===== config.mk =====
export PLATFORM = sky130hd
export DESIGN_NAME = rcounter_commander
export DESIGN_NICKNAME = d
export VERILOG_FILES = /design/src/rtl/rcounter_commander.sv
export SDC_FILE = /design/constraint.sdc
export NUM_CORES = 1
export LEC_CHECK = 0
export CORE_MARGIN = 2
export CORE_UTILIZATION = 35
export CTS_BUF_LIST = sky130_fd_sc_hd__clkbuf_4
export DETAILED_ROUTE_END_ITERATION = 12
export DONT_BUFFER_PORTS = 1
export HOLD_SLACK_MARGIN = 0.15
export PLACE_DENSITY = 0.5
export SYNTH_ARGS = -nofsm -noshare
export SYNTH_HDL_FRONTEND = slang
export SYNTH_SLANG_ARGS = --single-unit

===== constraint.sdc =====
create_clock -name clk_core -period 3.3 [get_ports clk_core]
set_input_delay 0.33 -clock clk_core [delete_from_list [all_inputs] [get_ports clk_core]]
set_output_delay 0.33 -clock clk_core [all_outputs]
set_load 0.01 [all_outputs]

===== src/rtl/rcounter_commander.sv =====
// ---------------------------------------------------------------------------
// rcounter_commander
//   Countdown stopwatch controller driven by five debounced buttons. The user
//   edits a mm:ss.cc preset field by field (SET), starts/pauses the countdown
//   (RUN), and gets a timeout level once the value reaches zero (DONE).
//
// Ports
//   clk_core       in   core clock, rising edge
//   rst            in   asynchronous active-high reset
//   left_button    in   select next more-significant field
//   right_button   in   select next less-significant field
//   up_button      in   increment selected field
//   down_button    in   decrement selected field
//   center_button  in   start / pause / acknowledge
//   min_o          out  BCD minutes   00-59
//   sec_o          out  BCD seconds   00-59
//   ms_10_o        out  BCD hundredths 00-99
//   time_out_o     out  high while in DONE
//   target         out  selected field: 0 = ms_10, 1 = sec, 2 = min
//   state_dbg      out  FSM state for observation: 0 = SET, 1 = RUN, 2 = DONE
//
// Every output comes straight from a register; buttons only reach outputs
// through the clocked edge detector.
// ---------------------------------------------------------------------------
module rcounter_commander #(
   parameter int         CLK_DIV   = 1_000_000,
   parameter logic [7:0] INIT_MIN  = 8'h01,
   parameter logic [7:0] INIT_SEC  = 8'h00,
   parameter logic [7:0] INIT_MS10 = 8'h00
) (
   input  logic       clk_core,
   input  logic       rst,
   input  logic       left_button,
   input  logic       right_button,
   input  logic       up_button,
   input  logic       down_button,
   input  logic       center_button,
   output logic [7:0] min_o,
   output logic [7:0] sec_o,
   output logic [7:0] ms_10_o,
   output logic       time_out_o,
   output logic [1:0] target,
   output logic [1:0] state_dbg
);

   typedef enum logic [1:0] {
      ST_SET  = 2'd0,
      ST_RUN  = 2'd1,
      ST_DONE = 2'd2
   } state_t;

   localparam int          TW        = (CLK_DIV > 2) ? $clog2(CLK_DIV) : 1;
   localparam logic [TW-1:0] TICK_LAST = TW'(CLK_DIV - 1);

   state_t      state;
   logic [7:0]  min_r;
   logic [7:0]  sec_r;
   logic [7:0]  ms_r;
   logic [1:0]  target_r;
   logic        time_out_r;
   logic [TW-1:0] tick;
   logic [4:0]  btn_q;

   // Bit order: 0 center, 1 left, 2 right, 3 up, 4 down (priority low->high index)
   logic [4:0]  btn;
   logic [4:0]  rise;
   logic        is_zero;
   logic        is_last;

   assign btn     = {down_button, up_button, right_button, left_button, center_button};
   assign rise    = btn & ~btn_q;
   assign is_zero = (min_r == 8'h00) && (sec_r == 8'h00) && (ms_r == 8'h00);
   // The decrement taking 00:00.01 to zero is the one that enters DONE.
   assign is_last = (min_r == 8'h00) && (sec_r == 8'h00) && (ms_r == 8'h01);

   // BCD +1 with wrap from max_v to 00.
   function automatic logic [7:0] bcd_inc(input logic [7:0] v, input logic [7:0] max_v);
      if (v == max_v)         return 8'h00;
      else if (v[3:0] == 4'd9) return {v[7:4] + 4'd1, 4'd0};
      else                     return {v[7:4], v[3:0] + 4'd1};
   endfunction

   // BCD -1 with wrap from 00 to max_v.
   function automatic logic [7:0] bcd_dec(input logic [7:0] v, input logic [7:0] max_v);
      if (v == 8'h00)          return max_v;
      else if (v[3:0] == 4'd0) return {v[7:4] - 4'd1, 4'd9};
      else                     return {v[7:4], v[3:0] - 4'd1};
   endfunction

   always_ff @(posedge clk_core or posedge rst) begin
      if (rst) begin
         state      <= ST_SET;
         min_r      <= INIT_MIN;
         sec_r      <= INIT_SEC;
         ms_r       <= INIT_MS10;
         target_r   <= 2'd1;
         time_out_r <= 1'b0;
         tick       <= '0;
         btn_q      <= '0;
      end else begin
         btn_q <= btn;
         case (state)
            ST_SET: begin
               if (rise[0]) begin
                  if (!is_zero) begin
                     state <= ST_RUN;
                     tick  <= '0;
                  end
               end else if (rise[1]) begin
                  target_r <= (target_r == 2'd2) ? 2'd0 : target_r + 2'd1;
               end else if (rise[2]) begin
                  target_r <= (target_r == 2'd0) ? 2'd2 : target_r - 2'd1;
               end else if (rise[3]) begin
                  case (target_r)
                     2'd0:    ms_r  <= bcd_inc(ms_r, 8'h99);
                     2'd1:    sec_r <= bcd_inc(sec_r, 8'h59);
                     default: min_r <= bcd_inc(min_r, 8'h59);
                  endcase
               end else if (rise[4]) begin
                  case (target_r)
                     2'd0:    ms_r  <= bcd_dec(ms_r, 8'h99);
                     2'd1:    sec_r <= bcd_dec(sec_r, 8'h59);
                     default: min_r <= bcd_dec(min_r, 8'h59);
                  endcase
               end
            end

            ST_RUN: begin
               // Pause wins over a coinciding tick; value and phase are held.
               if (rise[0]) begin
                  state <= ST_SET;
               end else if (tick == TICK_LAST) begin
                  tick <= '0;
                  if (ms_r != 8'h00) begin
                     ms_r <= bcd_dec(ms_r, 8'h99);
                  end else begin
                     ms_r <= 8'h99;
                     if (sec_r != 8'h00) begin
                        sec_r <= bcd_dec(sec_r, 8'h59);
                     end else begin
                        // Nonzero value with ms and sec at zero: min > 0 here.
                        sec_r <= 8'h59;
                        min_r <= bcd_dec(min_r, 8'h59);
                     end
                  end
                  if (is_last) begin
                     state      <= ST_DONE;
                     time_out_r <= 1'b1;
                  end
               end else begin
                  tick <= tick + TW'(1);
               end
            end

            ST_DONE: begin
               // Any press only acknowledges; it performs no edit.
               if (|rise) begin
                  state      <= ST_SET;
                  time_out_r <= 1'b0;
               end
            end

            default: state <= ST_SET;
         endcase
      end
   end

   assign min_o      = min_r;
   assign sec_o      = sec_r;
   assign ms_10_o    = ms_r;
   assign time_out_o = time_out_r;
   assign target     = target_r;
   assign state_dbg  = state;

endmodule


==> qor.txt, run 1 <==
status -> finished clean
# setup viols final -> 0
Layout Skew -> 0.0371 ns
Design Power -> 2.54 mW
hpwl dp -> 7820 microns
crit end category -> register
Relative slew margins -> 0.522
postcts setup bufs -> 0
initial antenna violation count -> 0
setup TNS -> 0 ns
dominant synthesized flop cell -> dfrtp_1
Pwr per Cell Area -> 590 nW/um^2
Worst Tran Pin Value -> 0.717 ns
I/O Pins -> 36
post-route ant nets -> 0
GR Overflow Total -> 0
DP Area -> 4180 sq um
most frequent cells in the layout -> 52 x dfrtp_1, 44 x nand2_1, 31 x nor2_1
CORE AREA -> 11,000 sq um
Num Clock Sinks -> 54
Initial DRC Count -> 322
final design utilization -> 0.391
CP Launch Type -> register
number of enable flip-flop cells after synthesis -> 0
std cell rows -> 38
hold path start -> right_button
period utilization -> 0.815
asr flop ratio synth -> 1.00
r2r startpoint -> sec_o[0]$_DFFE_PP0P_
Final Max Tran Viols -> 0
Root Driver -> clkbuf_4
Initial Util -> 0.363
flops & latches, synth -> 54
Hold Slack -> 0.255 ns
CTS tree -> yes
post-synth cell types -> 67
Clock Tree Buf Depth -> 2
start point of the critical path -> sec_o[0]$_DFFE_PP0P_
Remaining DRCs -> 0
number of synthesis warnings -> 0
Finished Cell Area -> 4300 sq um
P_leak -> 1.72 nW
DIE AREA -> 12,300 sq um
min-delay worst type -> input port to register
RSZ-0062 raised after global routing -> no
crit path kind -> register to register
Die W -> 111 microns
largest net degree at the start of global routing -> 30
synthesized area -> 3990 sq um
total CTS buffers -> 5
area leader, netlist -> dfrtp_1
RD Place Congestion -> 0.819
routed wire length per instance -> 17.5 microns
sequential share of the synthesized area -> 0.339
most common cell after layout, fill and taps aside -> dfrtp_1
wire length of the first global-routing pass -> 18,300 microns
MaxCap Viol Count -> 0
Fillers -> 1,110
worst skew pair latency -> 0.41 ns
Max Fclk -> 372 MHz
VDD IR-drop max -> 0.336 mV
crit-path max FO -> 13
Post-Route WL -> 10,800 microns
min cycle time layout -> 2.69 ns
n_diodes -> 0
drt pass-1 iters -> 5
Cells after Synth -> 474
share of cells above drive strength 1 -> 0.0752
Port Buf Inserts -> 0
crit path DAT -> 2.97 ns
Hold Fails Final Rpt -> 0
CTS clk-pin slew, worst paths -> 0.19 ns
Final #Nets -> 510
Synth top area share -> 0.326
Synth Area per Inst -> 8.42 sq um
Die Height -> 111 microns
Area Overhead vs Synth -> 7.75%
syn_nets -> 506
htree depth -> 2
Critical Path RT -> 3.58 ns
post-DR vias/cell -> 5.97
Tot GR Track Use -> 0.179
Area contributors post-synth -> dfrtp_1 33%, ha_1 7.8%, nand2_1 4.1%, o21ai_0 3.6%, a31oi_1 3.6%
vias in the first global route -> 3,565
Via Count -> 3,693
## report_power, final
group,total [mW],switching [mW],internal [mW]
Sequential,1.21,0.387,0.827
Combinational,1.00,0.577,0.424
Clock,0.323,0.240,0.0834
Total,2.54,1.20,1.33
## flip-flops by register name, indices dropped and copies added, names as in the netlist
name,flops
state_dbg,2
time_out_o,1
tick,20
min_o,8
target,2
ms_10_o,8
btn_q,5
sec_o,8
## cells in the mapped netlist, types with 5 or more instances
cell type,instances
nor4_1,8
nor3_1,13
nand4_1,10
nor2_1,31
o2bb2ai_1,5
nor2b_1,6
a21oi_1,27
mux2i_1,6
o22ai_1,5
dfrtp_1,52
and3_1,6
nand3_1,20
nor3b_1,7
a32oi_1,5
o211ai_1,5
a22oi_1,6
ha_1,25
nand2_1,44
nand2b_1,7
and2_1,5
inv_1,26
o21ai_0,29
a31oi_1,23
clkbuf_1,19
o31ai_1,8
## logic make-up after synthesis
family / count (synthesis) / share of synthesized area
AOI/OAI and AO/OA: 154 / 0.263
xor gates and xnor gates: 3 / 0.00659
adders and majority gates: 25 / 0.0784
buffers and inverters: 50 / 0.0480
DFF: 54 / 0.339
muxes: 7 / 0.0179
and+or+nand+nor: 181 / 0.247
## worst paths after layout
| kind | endpoint | slack (ns) | cells past startpoint |
|---|---|---|---|
| setup / recovery | tick[14]$_DFFE_PP0P_ | 0.61 | 7 |
| hold / removal | target[0]$_DFFE_PP1P_ | 0.25 | 4 |
| setup reg to reg | tick[14]$_DFFE_PP0P_ | 0.61 | 7 |
| hold reg to reg | tick[18]$_DFFE_PP0P_ | 0.53 | 1 |
| max in group asynchronous | tick[15]$_DFFE_PP0P_ | 2.05 | 3 |
| min in group asynchronous | ms_10_o[0]$_DFFE_PP0P_ | 0.40 | 2 |
## metrics by stage
stage	cells	setup slack [ns]
6_report	619	0.612
5_1_grt	619	0.465
4_1_cts	619	0.597
3_5_place_dp	605	0.594
3_3_place_gp	605	0.669
2_1_floorplan	474	0.910
## metal layers
metal | track usage | share of wire | up-vias
met1 | 0.262 | 0.49 | 1768
met3 | 0.0372 | 0.060 | 5
li1 | - | - | 1805
met5 | 0 | 0 | -
met4 | 0.0317 | 0.0065 | 0
met2 | 0.274 | 0.44 | 115
## timing repair
| item | CTS | global route |
|---|---|---|
| hold buffers | 6 | 0 |
| resized for setup | 0 | 0 |
| endpoints found under the hold margin | 28 | 0 |
## final cells by class
class,instances,area (sq um),area share
multi-input combinational,370,2440,0.569
clock inverter,3,21.3,0.00495
sequential,54,1350,0.315
tap,140,175,0.0408
timing repair buffer,20,165,0.0384
clock buffer,5,37.5,0.00873
inverter,27,101,0.0236
## worst max-delay path, stage by stage (launching register included)
cell,delay (ns)
dfrtp_1,0.53
inv_1,0.13
ha_1,0.23
or3b_2,0.51
nand4bb_1,0.31
o211a_1,0.49
nand2_1,0.23
o311ai_0,0.16
Note: power is estimated with default switching activity, not from simulation.
==> run 2: changes to the inputs <==
==> constraint.sdc (replaced) <==
create_clock -name clk_core -period 2.78 [get_ports clk_core]
set_input_delay 0.278 -clock clk_core [delete_from_list [all_inputs] [get_ports clk_core]]
set_output_delay 0.278 -clock clk_core [all_outputs]
set_load 0.01 [all_outputs]
==> qor.txt, run 2 (synthesis gave the netlist of run 1 again) <==
post-route ant nets -> 0
CP peak stage delay -> 0.54 ns
crit path DAT -> 2.84 ns
crit path kind -> register to register
routed wire length per instance -> 17.4 microns
Post-Route WL -> 11,100 microns
Die Height -> 111 microns
largest net degree at the start of global routing -> 55
Worst Setup Slack, final -> 0.267 ns
Relative slew margins -> 0.328
VDD IR-drop max -> 0.334 mV
post-route insts no fill -> 638
min cycle time layout -> 2.51 ns
period utilization -> 0.904
Layout Skew -> 0.0163 ns
Port Buf Inserts -> 0
P_leak -> 1.82 nW
status -> finished clean
MaxCap Viol Count -> 0
drt pass-1 iters -> 4
met3 usage -> 0.0334
number of flip-flops in the largest register -> 20
RD Place Congestion -> 0.849
Hold Fails Final Rpt -> 0
postcts setup bufs -> 0
Max Fclk -> 398 MHz
Critical Path RT -> 3.10 ns
most common cell after layout, fill and taps aside -> dfrtp_1
Tot GR Track Use -> 0.181
Pwr per Cell Area -> 714 nW/um^2
# setup viols final -> 0
Final Max Tran Viols -> 0
CP Launch Type -> register
Area Overhead vs Synth -> 11.6%
RSZ-0062 raised after global routing -> no
M1 GR Usage -> 0.267
most frequent cells in the layout -> 52 x dfrtp_1, 44 x nand2_1, 33 x buf_4
worst skew pair latency -> 0.40 ns
Initial Util -> 0.363
Cells after DPL -> 624
min-delay worst type -> input port to register
Biggest register -> tick
Clock Tree Buf Depth -> 2
met2 global-route usage -> 0.279
DIE AREA -> 12,300 sq um
crit end category -> register
std cell rows -> 38
initial antenna violation count -> 0
share of cells above drive strength 1 -> 0.112
Final #Nets -> 529
vias in the first global route -> 3,601
CTS tree -> yes
I/O Pins -> 36
Root Driver -> clkbuf_4
setup TNS -> 0 ns
CP Cell Sequence -> inv_1, ha_1, or3b_2, nand4bb_1, nor4_1, o22ai_1, and2_1
total CTS buffers -> 5
Via Count -> 3,761
htree depth -> 2
Remaining DRCs -> 0
GR Overflow Total -> 0
CP max stage cell -> nor4_1
crit-path max FO -> 5
CTS clk-pin slew, worst paths -> 0.19 ns
post-DR vias/cell -> 5.89
Die W -> 111 microns
CORE AREA -> 11,000 sq um
Worst Tran Pin Value -> 0.999 ns
Most Crowded Layer GR -> met2
pre-CTS setup slack -> 0.240 ns
hpwl dp -> 8060 microns
Initial DRC Count -> 323
n_diodes -> 0
wire length of the first global-routing pass -> 18,700 microns
Num Clock Sinks -> 54
run 2: worst paths after layout:
check                                      from                        to  slack (ns)  cells after the start
min                                right_button     target[0]$_DFFE_PP1P_        0.21                      4
max in group asynchronous                   rst       tick[4]$_DFFE_PP0P_        1.78                      3
max reg2reg                sec_o[1]$_DFFE_PP0P_  state_dbg[0]$_DFFE_PP0P_        0.27                      7
min reg2reg                tick[19]$_DFFE_PP0P_      tick[19]$_DFFE_PP0P_        0.53                      1
min in group asynchronous                   rst    ms_10_o[4]$_DFFE_PP0P_        0.50                      3
max                        sec_o[1]$_DFFE_PP0P_  state_dbg[0]$_DFFE_PP0P_        0.27                      7
run 2: area by class of cell:
| cell class | instances | area (sq um) |
|---|---|---|
| fill | 1131 | 6530 |
| clock inverter | 3 | 28.8 |
| inverter | 27 | 101 |
| multi-input combinational | 370 | 2450 |
| clock buffer | 5 | 37.5 |
| tap | 140 | 175 |
| sequential | 54 | 1350 |
| timing repair buffer | 39 | 308 |
run 2: repair_timing:
action / CTS / global route
resized for setup: 0 / 1
setup endpoints to repair: 0 / 5
hold buffers: 6 / 0
endpoints found under the hold margin: 57 / 0
run 2: where the power goes:
part	switching, mW	leakage, nW	internal, mW
logic	0.858	1.11	0.601
registers	0.328	0.678	0.983
clock network	0.299	0.0377	0.111
total	1.48	1.82	1.70
run 2: critical path: cells and delay by family (launching register included):
family,cells,cell delay (ns)
and+or+nand+nor,4,1.55
DFF,1,0.41
adders and majority gates,1,0.23
AOI/OAI and AO/OA,1,0.15
buffers and inverters,1,0.09
run 2: stage by stage:
step	power, mW	hold WS (ns)	cell area (sq um)	utilization
floorplan	2.27	0.309	3990	-
global placement	2.75	0.310	4320	0.393
detailed placement	2.76	0.310	4320	0.393
CTS	3.19	0.199	4450	0.405
global route	3.46	0.234	4450	0.405
finish	3.18	0.213	4450	0.405
run 2: layer usage:
layer | routed length, microns | vias up | part of all wire
met5 | 0 | - | 0
met1 | 5480 | 1814 | 0.49
met3 | 609 | 10 | 0.055
met4 | 99 | 0 | 0.0089
li1 | - | 1835 | -
met2 | 4930 | 102 | 0.44
==> run 3: changes to the inputs <==
--- a/config.mk
+++ b/config.mk
@@ -8,10 +8,11 @@
 export CORE_MARGIN = 2
 export CORE_UTILIZATION = 35
 export CTS_BUF_LIST = sky130_fd_sc_hd__clkbuf_4
+export CTS_CLUSTER_SIZE = 30
 export DETAILED_ROUTE_END_ITERATION = 12
 export DONT_BUFFER_PORTS = 1
 export HOLD_SLACK_MARGIN = 0.15
-export PLACE_DENSITY = 0.5
+export PLACE_DENSITY = 0.52
 export SYNTH_ARGS = -nofsm -noshare
 export SYNTH_HDL_FRONTEND = slang
 export SYNTH_SLANG_ARGS = --single-unit
==> constraint.sdc (replaced) <==
create_clock -name clk_core -period 2.2 [get_ports clk_core]
set_input_delay 0.22 -clock clk_core [delete_from_list [all_inputs] [get_ports clk_core]]
set_output_delay 0.22 -clock clk_core [all_outputs]
set_load 0.01 [all_outputs]
==> qor.txt, run 3 (synthesis gave the netlist of run 1 again) <==
start point of the critical path -> tick[12]$_DFFE_PP0P_
Max Fclk -> 468 MHz
Die W -> 111 microns
Post-Route WL -> 11,700 microns
Remaining DRCs -> 0
routed wire length per instance -> 17.2 microns
Layout Skew -> 0.0204 ns
Hold Fails Final Rpt -> 0
# setup viols final -> 0
min-delay worst type -> input port to register
post-route ant nets -> 0
number of flip-flops in the largest register -> 20
CTS clk-pin slew, worst paths -> 0.18 ns
CP Launch Type -> register
crit path DAT -> 2.44 ns
crit end category -> register
Clock Tree Buf Depth -> 2
Root Driver -> clkbuf_4
Buf/Inv on CP -> 1
Worst Tran Pin Value -> 0.786 ns
hpwl dp -> 8820 microns
CP max stage cell -> or4b_4
pre-CTS setup slack -> -0.0384 ns
I/O Pins -> 36
CP Cell Sequence -> or4b_4, nor4_4, buf_6, nand3_4, a221o_1, a21o_1
vias in the first global route -> 3,873
VDD IR-drop max -> 0.387 mV
status -> finished clean
hold path start -> left_button
crit path kind -> register to register
Initial DRC Count -> 168
Num Clock Sinks -> 54
initial antenna violation count -> 0
final design utilization -> 0.459
RD Place Congestion -> 0.909
Biggest register -> tick
Worst Setup Slack, final -> 0.0624 ns
CORE AREA -> 11,000 sq um
Critical Path RT -> 2.50 ns
Final #Nets -> 571
CP delay by family, top -> simple AND/OR/NAND/NOR gates
most common cell after layout, fill and taps aside -> buf_4
Tot GR Track Use -> 0.191
drt pass-1 iters -> 5
RSZ-0062 raised after global routing -> yes
r2r startpoint -> tick[12]$_DFFE_PP0P_
share of cells above drive strength 1 -> 0.254
std cell rows -> 38
htree depth -> 2
n_diodes -> 0
period utilization -> 0.972
Area Overhead vs Synth -> 26.5%
worst skew pair latency -> 0.41 ns
P_leak -> 2.10 nW
MaxCap Viol Count -> 0
Relative slew margins -> 0.471
CP peak stage delay -> 0.55 ns
min cycle time layout -> 2.14 ns
Via Count -> 3,919
DIE AREA -> 12,300 sq um
total CTS buffers -> 5
Die Height -> 111 microns
Port Buf Inserts -> 0
largest net degree at the start of global routing -> 31
GR Overflow Total -> 0
Initial Util -> 0.363
crit-path max FO -> 7
setup TNS -> 0 ns
most frequent cells in the layout -> 69 x buf_4, 48 x dfrtp_1, 42 x nand2_1
CTS tree -> yes
Final Max Tran Viols -> 0
post-DR vias/cell -> 5.76
wire length of the first global-routing pass -> 19,700 microns
Pwr per Cell Area -> 888 nW/um^2
-- run 3: changes by cell type in the layout (fill, tap and decap cells not counted), sizes merged --
cell      previous run  this run
buf                 33        75
clkinv               2         1
inv                 28        27
clkinvlp             0         2
-- run 3: final timing paths --
kind	depth (start not counted)	slack (ns)	endpoint
max reg2reg	6	0.06	ms_10_o[6]$_DFFE_PP0P_
max in group asynchronous	3	1.26	target[0]$_DFFE_PP1P_
max	6	0.06	ms_10_o[6]$_DFFE_PP0P_
min reg2reg	1	0.53	tick[18]$_DFFE_PP0P_
min	3	0.18	target[0]$_DFFE_PP1P_
min in group asynchronous	2	0.31	sec_o[7]$_DFFE_PP0P_
-- run 3: where the power goes --
part           internal, mW  switching, mW  total, mW
combinational          1.10           1.37       2.48
sequential             1.25          0.260       1.51
clock                 0.129          0.367      0.496
total                  2.48           2.00       4.48
-- run 3: routing by layer --
metal	global-route usage	vias to the layer above	wire length, microns
li1	-	1923	-
met1	0.262	1911	5470
met2	0.321	77	5630
met3	0.0312	8	451
met4	0.0392	0	116
met5	0	-	0
-- run 3: final cells by class --
class / count / area, sq um
flip-flops and latches: 54 / 1360
clock buffers: 5 / 37.5
repair buffers: 81 / 689
multi-input cells: 370 / 2660
fillers: 1052 / 5940
well taps: 140 / 175
clock inverters: 3 / 23.8
inverters: 27 / 101
-- run 3: worst min-delay path, cell delays in order --
cell and delay [ns]:
nor2b_1 0.16, mux2i_1 0.14, o21ai_0 0.09
-- run 3: per-stage QoR --
step,power (mW),instances,instance area (sq um),hold slack (ns)
after floorplan,2.95,474,4080,0.251
after global placement,3.85,665,4760,0.208
after detailed placement,3.89,665,4760,0.210
after CTS,4.43,679,4930,0.158
after global routing,4.87,680,5040,0.178
final,4.48,680,5040,0.185
-- run 3: repair_timing --
action / 4_1_cts / 5_1_grt
gates resized for setup: 6 / 27
buffers inserted: 0 / 1
hold buffers: 6 / 0
endpoints found under the setup margin: 17 / 38
pin swaps: 2 / 10
endpoints found under the hold margin: 32 / 0
